File: src/rtl/shared_mem_arbiter.sv
`default_nettype none
// +----------------------------------------------------------------------------+
// | shared_mem_arbiter: shares one single-port memory between fetch (I) and     |
// | load/store (D) requesters; D priority, I anti-starvation, ack timeout.      |
// | Revision: 1.0                                                               |
// +----------------------------------------------------------------------------+
module shared_mem_arbiter #(
    parameter int WIDTH_DATA = 32,
    parameter int WIDTH_ADDR = 32,
    parameter int STARVE_MAX = 4,
    parameter int TIMEOUT    = 16
) (
    input  logic                  clk,
    input  logic                  rst_n,
    input  logic                  i_req,
    input  logic [WIDTH_ADDR-1:0] i_addr,
    output logic                  i_valid,
    output logic [WIDTH_DATA-1:0] i_rdata,
    input  logic                  d_req,
    input  logic                  d_we,
    input  logic [WIDTH_ADDR-1:0] d_addr,
    input  logic [WIDTH_DATA-1:0] d_wdata,
    output logic                  d_valid,
    output logic [WIDTH_DATA-1:0] d_rdata,
    output logic                  err,
    output logic                  stall_f,
    output logic                  stall_m,
    output logic                  m_req,
    output logic                  m_we,
    output logic [WIDTH_ADDR-1:0] m_addr,
    output logic [WIDTH_DATA-1:0] m_wdata,
    input  logic [WIDTH_DATA-1:0] m_rdata,
    input  logic                  m_ack
);
    localparam int c_sc_w = $clog2(STARVE_MAX + 1);
    localparam int c_to_w = $clog2(TIMEOUT);
    localparam logic [c_sc_w-1:0] c_starve_max = c_sc_w'(STARVE_MAX);
    localparam logic [c_to_w-1:0] c_to_last    = c_to_w'(TIMEOUT - 1);

    typedef enum logic [2:0] {
        ST_IDLE   = 3'd0,
        ST_BUSY_I = 3'd1,
        ST_BUSY_D = 3'd2,
        ST_RESP_I = 3'd3,
        ST_RESP_D = 3'd4
    } state_t;

    state_t                state_q, state_d;
    logic                  m_req_q, m_req_d;
    logic                  m_we_q, m_we_d;
    logic [WIDTH_ADDR-1:0] m_addr_q, m_addr_d;
    logic [WIDTH_DATA-1:0] m_wdata_q, m_wdata_d;
    logic [c_sc_w-1:0]     starve_q, starve_d;
    logic [c_to_w-1:0]     to_q, to_d;
    logic                  i_valid_q, i_valid_d;
    logic [WIDTH_DATA-1:0] i_rdata_q, i_rdata_d;
    logic                  d_valid_q, d_valid_d;
    logic [WIDTH_DATA-1:0] d_rdata_q, d_rdata_d;
    logic                  err_q, err_d;
    logic [WIDTH_DATA-1:0] w_resp_data;
    logic                  w_is_d;

    always_comb begin
        state_d     = state_q;
        m_req_d     = m_req_q;
        m_we_d      = m_we_q;
        m_addr_d    = m_addr_q;
        m_wdata_d   = m_wdata_q;
        starve_d    = starve_q;
        to_d        = to_q;
        i_valid_d   = 1'b0;
        i_rdata_d   = '0;
        d_valid_d   = 1'b0;
        d_rdata_d   = '0;
        err_d       = 1'b0;
        w_resp_data = '0;
        w_is_d      = (state_q == ST_BUSY_D);

        case (state_q)
            ST_IDLE: begin
                if (d_req && (!i_req || (starve_q < c_starve_max))) begin
                    state_d   = ST_BUSY_D;
                    m_req_d   = 1'b1;
                    m_we_d    = d_we;
                    m_addr_d  = d_addr;
                    m_wdata_d = d_wdata;
                    to_d      = '0;
                    if (!i_req)
                        starve_d = '0;
                    else if (starve_q != c_starve_max)
                        starve_d = starve_q + 1'b1;
                end else if (i_req) begin
                    state_d   = ST_BUSY_I;
                    m_req_d   = 1'b1;
                    m_we_d    = 1'b0;
                    m_addr_d  = i_addr;
                    m_wdata_d = '0;
                    to_d      = '0;
                    starve_d  = '0;
                end else begin
                    starve_d = '0;
                end
            end
            ST_BUSY_I, ST_BUSY_D: begin
                // An ack landing on the last allowed cycle completes normally.
                if (m_ack || (to_q == c_to_last)) begin
                    m_req_d     = 1'b0;
                    err_d       = !m_ack;
                    w_resp_data = (m_ack && !m_we_q) ? m_rdata : '0;
                    if (w_is_d) begin
                        state_d   = ST_RESP_D;
                        d_valid_d = 1'b1;
                        d_rdata_d = w_resp_data;
                    end else begin
                        state_d   = ST_RESP_I;
                        i_valid_d = 1'b1;
                        i_rdata_d = w_resp_data;
                    end
                end else begin
                    to_d = to_q + 1'b1;
                end
            end
            ST_RESP_I, ST_RESP_D: state_d = ST_IDLE;
            default:              state_d = ST_IDLE;
        endcase
    end

    always_ff @(posedge clk or negedge rst_n) begin
        if (!rst_n) begin
            state_q   <= ST_IDLE;
            m_req_q   <= 1'b0;
            m_we_q    <= 1'b0;
            m_addr_q  <= '0;
            m_wdata_q <= '0;
            starve_q  <= '0;
            to_q      <= '0;
            i_valid_q <= 1'b0;
            i_rdata_q <= '0;
            d_valid_q <= 1'b0;
            d_rdata_q <= '0;
            err_q     <= 1'b0;
        end else begin
            state_q   <= state_d;
            m_req_q   <= m_req_d;
            m_we_q    <= m_we_d;
            m_addr_q  <= m_addr_d;
            m_wdata_q <= m_wdata_d;
            starve_q  <= starve_d;
            to_q      <= to_d;
            i_valid_q <= i_valid_d;
            i_rdata_q <= i_rdata_d;
            d_valid_q <= d_valid_d;
            d_rdata_q <= d_rdata_d;
            err_q     <= err_d;
        end
    end

    assign i_valid = i_valid_q;
    assign i_rdata = i_rdata_q;
    assign d_valid = d_valid_q;
    assign d_rdata = d_rdata_q;
    assign err     = err_q;
    assign m_req   = m_req_q;
    assign m_we    = m_we_q;
    assign m_addr  = m_addr_q;
    assign m_wdata = m_wdata_q;
    assign stall_f = i_req & ~i_valid_q;
    assign stall_m = d_req & ~d_valid_q;

endmodule
`default_nettype wire

File: config.mk
export PLATFORM = sky130hd
export DESIGN_NAME = shared_mem_arbiter
export DESIGN_NICKNAME = d
export VERILOG_FILES = /design/src/rtl/shared_mem_arbiter.sv
export SDC_FILE = /design/constraint.sdc
export NUM_CORES = 1
export LEC_CHECK = 0
export ABC_AREA = 0
export BUFFER_PORTS_ARGS = -buffer_cell sky130_fd_sc_hd__buf_2
export CELL_PAD_IN_SITES_DETAIL_PLACEMENT = 1
export CELL_PAD_IN_SITES_GLOBAL_PLACEMENT = 1
export CORE_MARGIN = 2
export CORE_UTILIZATION = 36
export CTS_BUF_LIST = sky130_fd_sc_hd__clkbuf_2 sky130_fd_sc_hd__clkbuf_4 sky130_fd_sc_hd__clkbuf_8
export DETAILED_ROUTE_END_ITERATION = 7
export PLACE_DENSITY = 0.8
export SLEW_MARGIN = 20
export SYNTH_ARGS = -nofsm -noshare
export SYNTH_HDL_FRONTEND = slang
export SYNTH_SLANG_ARGS = --single-unit
File: constraint.sdc
create_clock -name clk -period 1.9 [get_ports clk]
set_input_delay 0.475 -clock clk [delete_from_list [all_inputs] [get_ports clk]]
set_output_delay 0.475 -clock clk [all_outputs]
set_load 0.02 [all_outputs]
==> impl_metrics.env, run 1 <==
export IMPL_outcome="finished clean"
export IMPL_swShare=0.3819
export IMPL_nets=838
export IMPL_grt_overflow=0
export IMPL_synth_flop_cell="dfrtp_1"
export IMPL_finalClockSkew_ns=0.009612
export IMPL_die_y_um=128.4
export IMPL_synthTopCellsByCount="dfrtp_1 (143), and2_1 (63), o21ai_0 (41)"
export IMPL_n_fill_cell=1723
export IMPL_synth_area_leaders="dfrtp_1 (64%), and2_1 (7.1%), mux2i_1 (6.3%), a22o_1 (5.2%), o21ai_0 (3.7%)"
export IMPL_fp_coreArea_um2=15150
export IMPL_intPower_mw=6.991
export IMPL_criticalPathCategory="reg2reg"
export IMPL_ant_nets=0
export IMPL_maxCapViolations=0
export IMPL_antenna_found_initial=0
export IMPL_numCtsBuffers=17
export IMPL_p_sw_mw=4.320
export IMPL_io_pins=269
export IMPL_vias_per_cell=4.915
export IMPL_initialDrtViolationCount=147
export IMPL_htreeDepth=4
export IMPL_post_route_period_util=0.9080
export IMPL_rows=45
export IMPL_crit_buf_inv=0
export IMPL_antenna_cells=0
export IMPL_rsz0062_at_grt="no"
export IMPL_cellPowerDensity_nw_per_um2=1495
export IMPL_synthToLayoutAreaGrowth_pct=35.90
export IMPL_async_reset_ff_frac=1.000
export IMPL_crit_path_cell_trace="ha_1 > a31o_2 > o32ai_1 > o22ai_1"
export IMPL_slew_headroom=0.6567
export IMPL_cts_resized=0
export IMPL_dr_total_vias=4433
export IMPL_grt_pass1_vias=4811
export IMPL_clk_path_buf_depth=2
export IMPL_clk_insertion_delay_late_ns=0.43
export IMPL_ys_seq_area_frac=0.6428
export IMPL_setup_tns_ns=0
export IMPL_tritoncts="built"
export IMPL_wirelength_um=15850
export IMPL_port_buffers=268
export IMPL_syn_avg_cell_area_um2=12.95
export IMPL_fmax_mhz=579.7
export IMPL_ys_ff_latch=143
export IMPL_netlist_area_leader_share=0.6428
export IMPL_cts_root_buffer="clkbuf_8"
export IMPL_yosysTopAreaCell="dfrtp_1"
export IMPL_drcViolationCount=0
export IMPL_instances_no_fill=902
export IMPL_yosysMostFrequentCell="dfrtp_1"
export IMPL_drt_pass1_iterations=4
export IMPL_min_period_ns=1.725
export IMPL_path_clk_slew_ns=0.08
export IMPL_worstPathRequired_ns=2.18
export IMPL_start_util=0.3675
export IMPL_hpwl_um=11810
export IMPL_ir_worst_vdd_mv=0.6297
export IMPL_grt_pass1_wl_um=24830
export IMPL_path_delay_family="compound AO/OA/AOI/OAI gates"
export IMPL_path_max_fanout=5
export IMPL_cts_num_sinks=143
export IMPL_maxSlewViolCount=0
export IMPL_die_area_um2=16470
export IMPL_gp_congestion=0.7691
export IMPL_netlist_cell_type_count=38
export IMPL_seqPwrFrac=0.390
export IMPL_finalSetupViolations=0
export IMPL_pwr_share_clk=0.233
export IMPL_hold_violations=0
export IMPL_wire_per_inst_um=17.57
export IMPL_worst_slew_pin_slew_ns=0.5134
export IMPL_syn_area_um2=5567
export IMPL_critPathCaptureType="register"
export IMPL_synth_edf_count=0
export IMPL_arrival_ns=2.01
export IMPL_grt_use_total=0.1961
export IMPL_max_stage_delay_ns=0.45
export IMPL_hold_class="in2reg"
export IMPL_p_leak_nw=4.135
export IMPL_crit_slowest_cell="o32ai_1"
export IMPL_die_w_um=128.4
export IMPL_dpl_cell_count=869
export IMPL_cp_start_kind="register"
export IMPL_power_frac_comb=0.377
export IMPL_drive_gt1_frac=0.4524
export IMPL_synthCells=430
export IMPL_synth_nets=567
export IMPL_yosysWarnings=0
export IMPL_grt_max_degree=67
==> flip-flops by register name, summed over array words and instances (netlist names) <==
signal / flops
i_rdata: 32
m_addr: 32
d_rdata: 32
err: 1
to_q: 4
m_we: 1
d_valid: 1
i_valid: 1
state_q: 3
m_wdata: 32
m_req: 1
starve_q: 3
==> power groups by stage <==
stage / Sequential (mW) / Clock [mW] / Combinational (mW)
3_5_place_dp: 4.47 / 0 / 4.32
3_3_place_gp: 4.41 / 0 / 4.17
4_1_cts: 4.42 / 2.72 / 4.33
2_1_floorplan: 5.34 / 0 / 1.86
6_report: 4.41 / 2.64 / 4.26
5_1_grt: 4.52 / 2.87 / 4.66
==> worst paths after layout <==
kind | startpoint | endpoint | slack [ns] | cells after the start
setup / recovery | to_q[0]$_DFFE_PN0P_ | to_q[2]$_DFFE_PN0P_ | 0.17 | 4
hold / removal | d_wdata[23] | m_wdata[23]$_DFFE_PN0P_ | 0.25 | 2
setup reg to reg | to_q[0]$_DFFE_PN0P_ | to_q[2]$_DFFE_PN0P_ | 0.17 | 4
hold reg to reg | m_wdata[1]$_DFFE_PN0P_ | m_wdata[1]$_DFFE_PN0P_ | 0.51 | 1
max in group asynchronous | rst_n | m_wdata[25]$_DFFE_PN0P_ | 0.81 | 3
min in group asynchronous | rst_n | i_rdata[30]$_DFF_PN0_ | 0.50 | 2
==> metal layers <==
layer  global-route usage  vias up  routed length [um]
li1                     -     2027                   -
met1               0.2150     2208                5798
met2               0.3454      179                8320
met3              0.08067       19                1491
met4              0.06529        0                 235
met5                    0        -                   0
==> final cells by class <==
type | count | area, um2 | area share
sequential | 143 | 3578 | 0.4730
inverter | 10 | 37.54 | 0.004962
timing repair buffer | 283 | 1550 | 0.2049
clock buffer | 19 | 249.0 | 0.03291
multi-input combinational | 246 | 1727 | 0.2283
tap | 188 | 235.2 | 0.03109
clock inverter | 13 | 187.7 | 0.02481
==> kinds of logic after synthesis <==
logic type | synth area share
DFF | 0.6428
AOI/OAI and AO/OA | 0.1286
and+or+nand+nor | 0.1065
buffers and inverters | 0.05080
muxes | 0.06294
adders and majority gates | 0.006744
xor gates and xnor gates | 0.001574
==> timing repair <==
action,4_1_cts,5_1_grt
endpoints found under the hold margin,31,0
hold buffers,1,0
buffers inserted,0,0
==> layout by cell type (no fill, tap or decap), types with 2 or more instances in the layout <==
master	count
nor2_4	2
clkinv_4	2
nand2_1	2
a21oi_1	2
dfrtp_1	143
ha_1	3
a22o_1	33
nand2b_1	3
clkbuf_8	17
nand3_1	3
o21ai_1	28
o21ai_0	41
buf_2	267
inv_1	10
buf_4	7
clkinvlp_4	3
and2_1	63
nand4_1	2
clkbuf_4	2
inv_6	2
bufinv_16	4
nor2_1	3
o22ai_1	2
nor2b_1	2
clkinv_2	2
mux2i_1	35
nor3_1	5
buf_12	7
==> through the flow <==
| step | setup WS, ns | util | total power [mW] | area (um2) | hold slack [ns] |
|---|---|---|---|---|---|
| finish | 0.1748 | 0.4995 | 11.31 | 7565 | 0.2549 |
| global route | 0.07648 | 0.4995 | 12.05 | 7565 | 0.2116 |
| CTS | 0.1964 | 0.4995 | 11.47 | 7565 | 0.2200 |
| detailed placement | 0.1829 | 0.4700 | 8.789 | 7118 | 0.4029 |
| global placement | 0.2724 | 0.4700 | 8.574 | 7118 | 0.3948 |
| floorplan | 0.4373 | - | 7.195 | 5567 | 0.1794 |
(Power assumes the default switching activity.)
==> inputs of run 2 (changes only) <==
--- a/config.mk
+++ b/config.mk
@@ -14,6 +14,7 @@
 export CTS_BUF_LIST = sky130_fd_sc_hd__clkbuf_2 sky130_fd_sc_hd__clkbuf_4 sky130_fd_sc_hd__clkbuf_8
 export DETAILED_ROUTE_END_ITERATION = 7
 export PLACE_DENSITY = 0.8
+export RECOVER_POWER = 25
 export SLEW_MARGIN = 20
 export SYNTH_ARGS = -nofsm -noshare
 export SYNTH_HDL_FRONTEND = slang
==> impl_metrics.env, run 2 (synthesized netlist as in run 1, its figures left out) <==
export IMPL_crit_slowest_cell="o32ai_1"
export IMPL_numCtsBuffers=17
export IMPL_dp_slack_ns=0.1829
export IMPL_reg2reg_to="to_q[2]$_DFFE_PN0P_"
export IMPL_die_w_um=128.4
export IMPL_hold_violations=0
export IMPL_tritoncts="built"
export IMPL_reg2reg_slack_ns=0.17
export IMPL_slew_headroom=0.3705
export IMPL_clk_path_buf_depth=2
export IMPL_regArea_um2=3578
export IMPL_cts_resized=0
export IMPL_path_max_fanout=5
export IMPL_clk_insertion_delay_late_ns=0.43
export IMPL_synthToLayoutAreaGrowth_pct=35.74
export IMPL_grt_max_degree=67
export IMPL_p_leak_nw=4.133
export IMPL_grt_pass1_wl_um=24830
export IMPL_initialDrtViolationCount=144
export IMPL_rows=45
export IMPL_reg2reg_from="to_q[0]$_DFFE_PN0P_"
export IMPL_maxSlewViolCount=0
export IMPL_final_common_cell="buf_2"
export IMPL_vias_per_cell=4.914
export IMPL_crit_path_cell_trace="ha_1 > a31o_2 > o32ai_1 > o22ai_1"
export IMPL_worstPathRequired_ns=2.18
export IMPL_hold_class="in2reg"
export IMPL_cts_num_sinks=143
export IMPL_setup_ws_ns=0.1745
export IMPL_instances_no_fill=902
export IMPL_grt_overflow=0
export IMPL_maxCapViolations=0
export IMPL_wirelength_um=15860
export IMPL_nets=838
export IMPL_max_stage_delay_ns=0.45
export IMPL_outcome="finished clean"
export IMPL_rsz0062_at_grt="no"
export IMPL_setup_tns_ns=0
export IMPL_whs_endpoint="m_wdata[23]$_DFFE_PN0P_"
export IMPL_cp_start_kind="register"
export IMPL_ant_nets=0
export IMPL_path_clk_slew_ns=0.08
export IMPL_worst_slew_pin_slew_ns=0.9442
export IMPL_grt_pass1_vias=4811
export IMPL_post_route_period_util=0.9081
export IMPL_io_pins=269
export IMPL_fp_coreArea_um2=15150
export IMPL_reg2reg_depth=4
export IMPL_finalClockSkew_ns=0.009799
export IMPL_cellPowerDensity_nw_per_um2=1497
export IMPL_criticalPathCategory="reg2reg"
export IMPL_hp_start="d_wdata[23]"
export IMPL_crit_start="to_q[0]$_DFFE_PN0P_"
export IMPL_n_fill_cell=1723
export IMPL_port_buffers=268
export IMPL_gp_congestion=0.7691
export IMPL_cts_root_buffer="clkbuf_8"
export IMPL_grt_use_total=0.1961
export IMPL_arrival_ns=2.01
export IMPL_min_period_ns=1.725
export IMPL_start_util=0.3675
export IMPL_drt_pass1_iterations=4
export IMPL_critPathCaptureType="register"
export IMPL_cts_setup_buffers=0
export IMPL_finalSetupViolations=0
export IMPL_final_cell_mix="buf_2 (267), dfrtp_1 (143), and2_1 (63), o21ai_0 (41), mux2i_1 (35)"
export IMPL_hold_depth=2
export IMPL_antenna_found_initial=0
export IMPL_wire_per_inst_um=17.58
export IMPL_hpwl_um=11810
export IMPL_htreeDepth=4
export IMPL_holdBufCountCts=1
export IMPL_antenna_cells=0
export IMPL_multi_input_area_um2=1727
export IMPL_fmax_mhz=579.6
export IMPL_die_area_um2=16470
export IMPL_drcViolationCount=0
export IMPL_dr_total_vias=4432
export IMPL_dpl_cell_count=869
export IMPL_drive_gt1_frac=0.4524
export IMPL_die_y_um=128.4
export IMPL_ir_worst_vdd_mv=0.6297
## run 2: worst max path at each step
stage / endpoint / cells past startpoint
after floorplan: m_wdata[10]$_DFFE_PN0P_ / 6
after global placement: m_addr[19]$_DFFE_PN0P_ / 5
after detailed placement: m_addr[5]$_DFFE_PN0P_ / 5
after CTS: to_q[2]$_DFFE_PN0P_ / 4
after global routing: to_q[2]$_DFFE_PN0P_ / 4
final: to_q[2]$_DFFE_PN0P_ / 4
## run 2: stage by stage
stage	area (um2)	utilization	power, mW	hold slack [ns]
floorplan	5567	-	7.195	0.1794
global placement	7118	0.4700	8.574	0.3948
detailed placement	7118	0.4700	8.789	0.4029
CTS	7565	0.4995	11.47	0.2200
global route	7556	0.4989	12.05	0.2116
finish	7556	0.4989	11.31	0.2549
## run 2: area by class of cell
type                    count  area share
flip-flops and latches    143      0.4736
multi-input cells         246      0.2285
repair buffers            283      0.2040
clock buffers              19     0.03295
well taps                 188     0.03113
clock inverters            13     0.02484
inverters                  10    0.004968
## run 2: layer usage
metal | GRT usage | part of all wire
met5 | 0 | 0
met4 | 0.06529 | 0.015
met3 | 0.08067 | 0.094
met2 | 0.3454 | 0.53
met1 | 0.2150 | 0.36
## run 2: report_power, final
group | internal, mW | switching [mW] | total, mW
combinational | 1.61 | 2.65 | 4.26
clock | 1.47 | 1.17 | 2.64
sequential | 3.91 | 0.504 | 4.41
## run 2: worst max-delay path, delay by kind of cell, from the launching register on
kind,cells,cell delay [ns]
flops,1,0.42
compound gates,3,0.89
fa+ha+maj,1,0.27
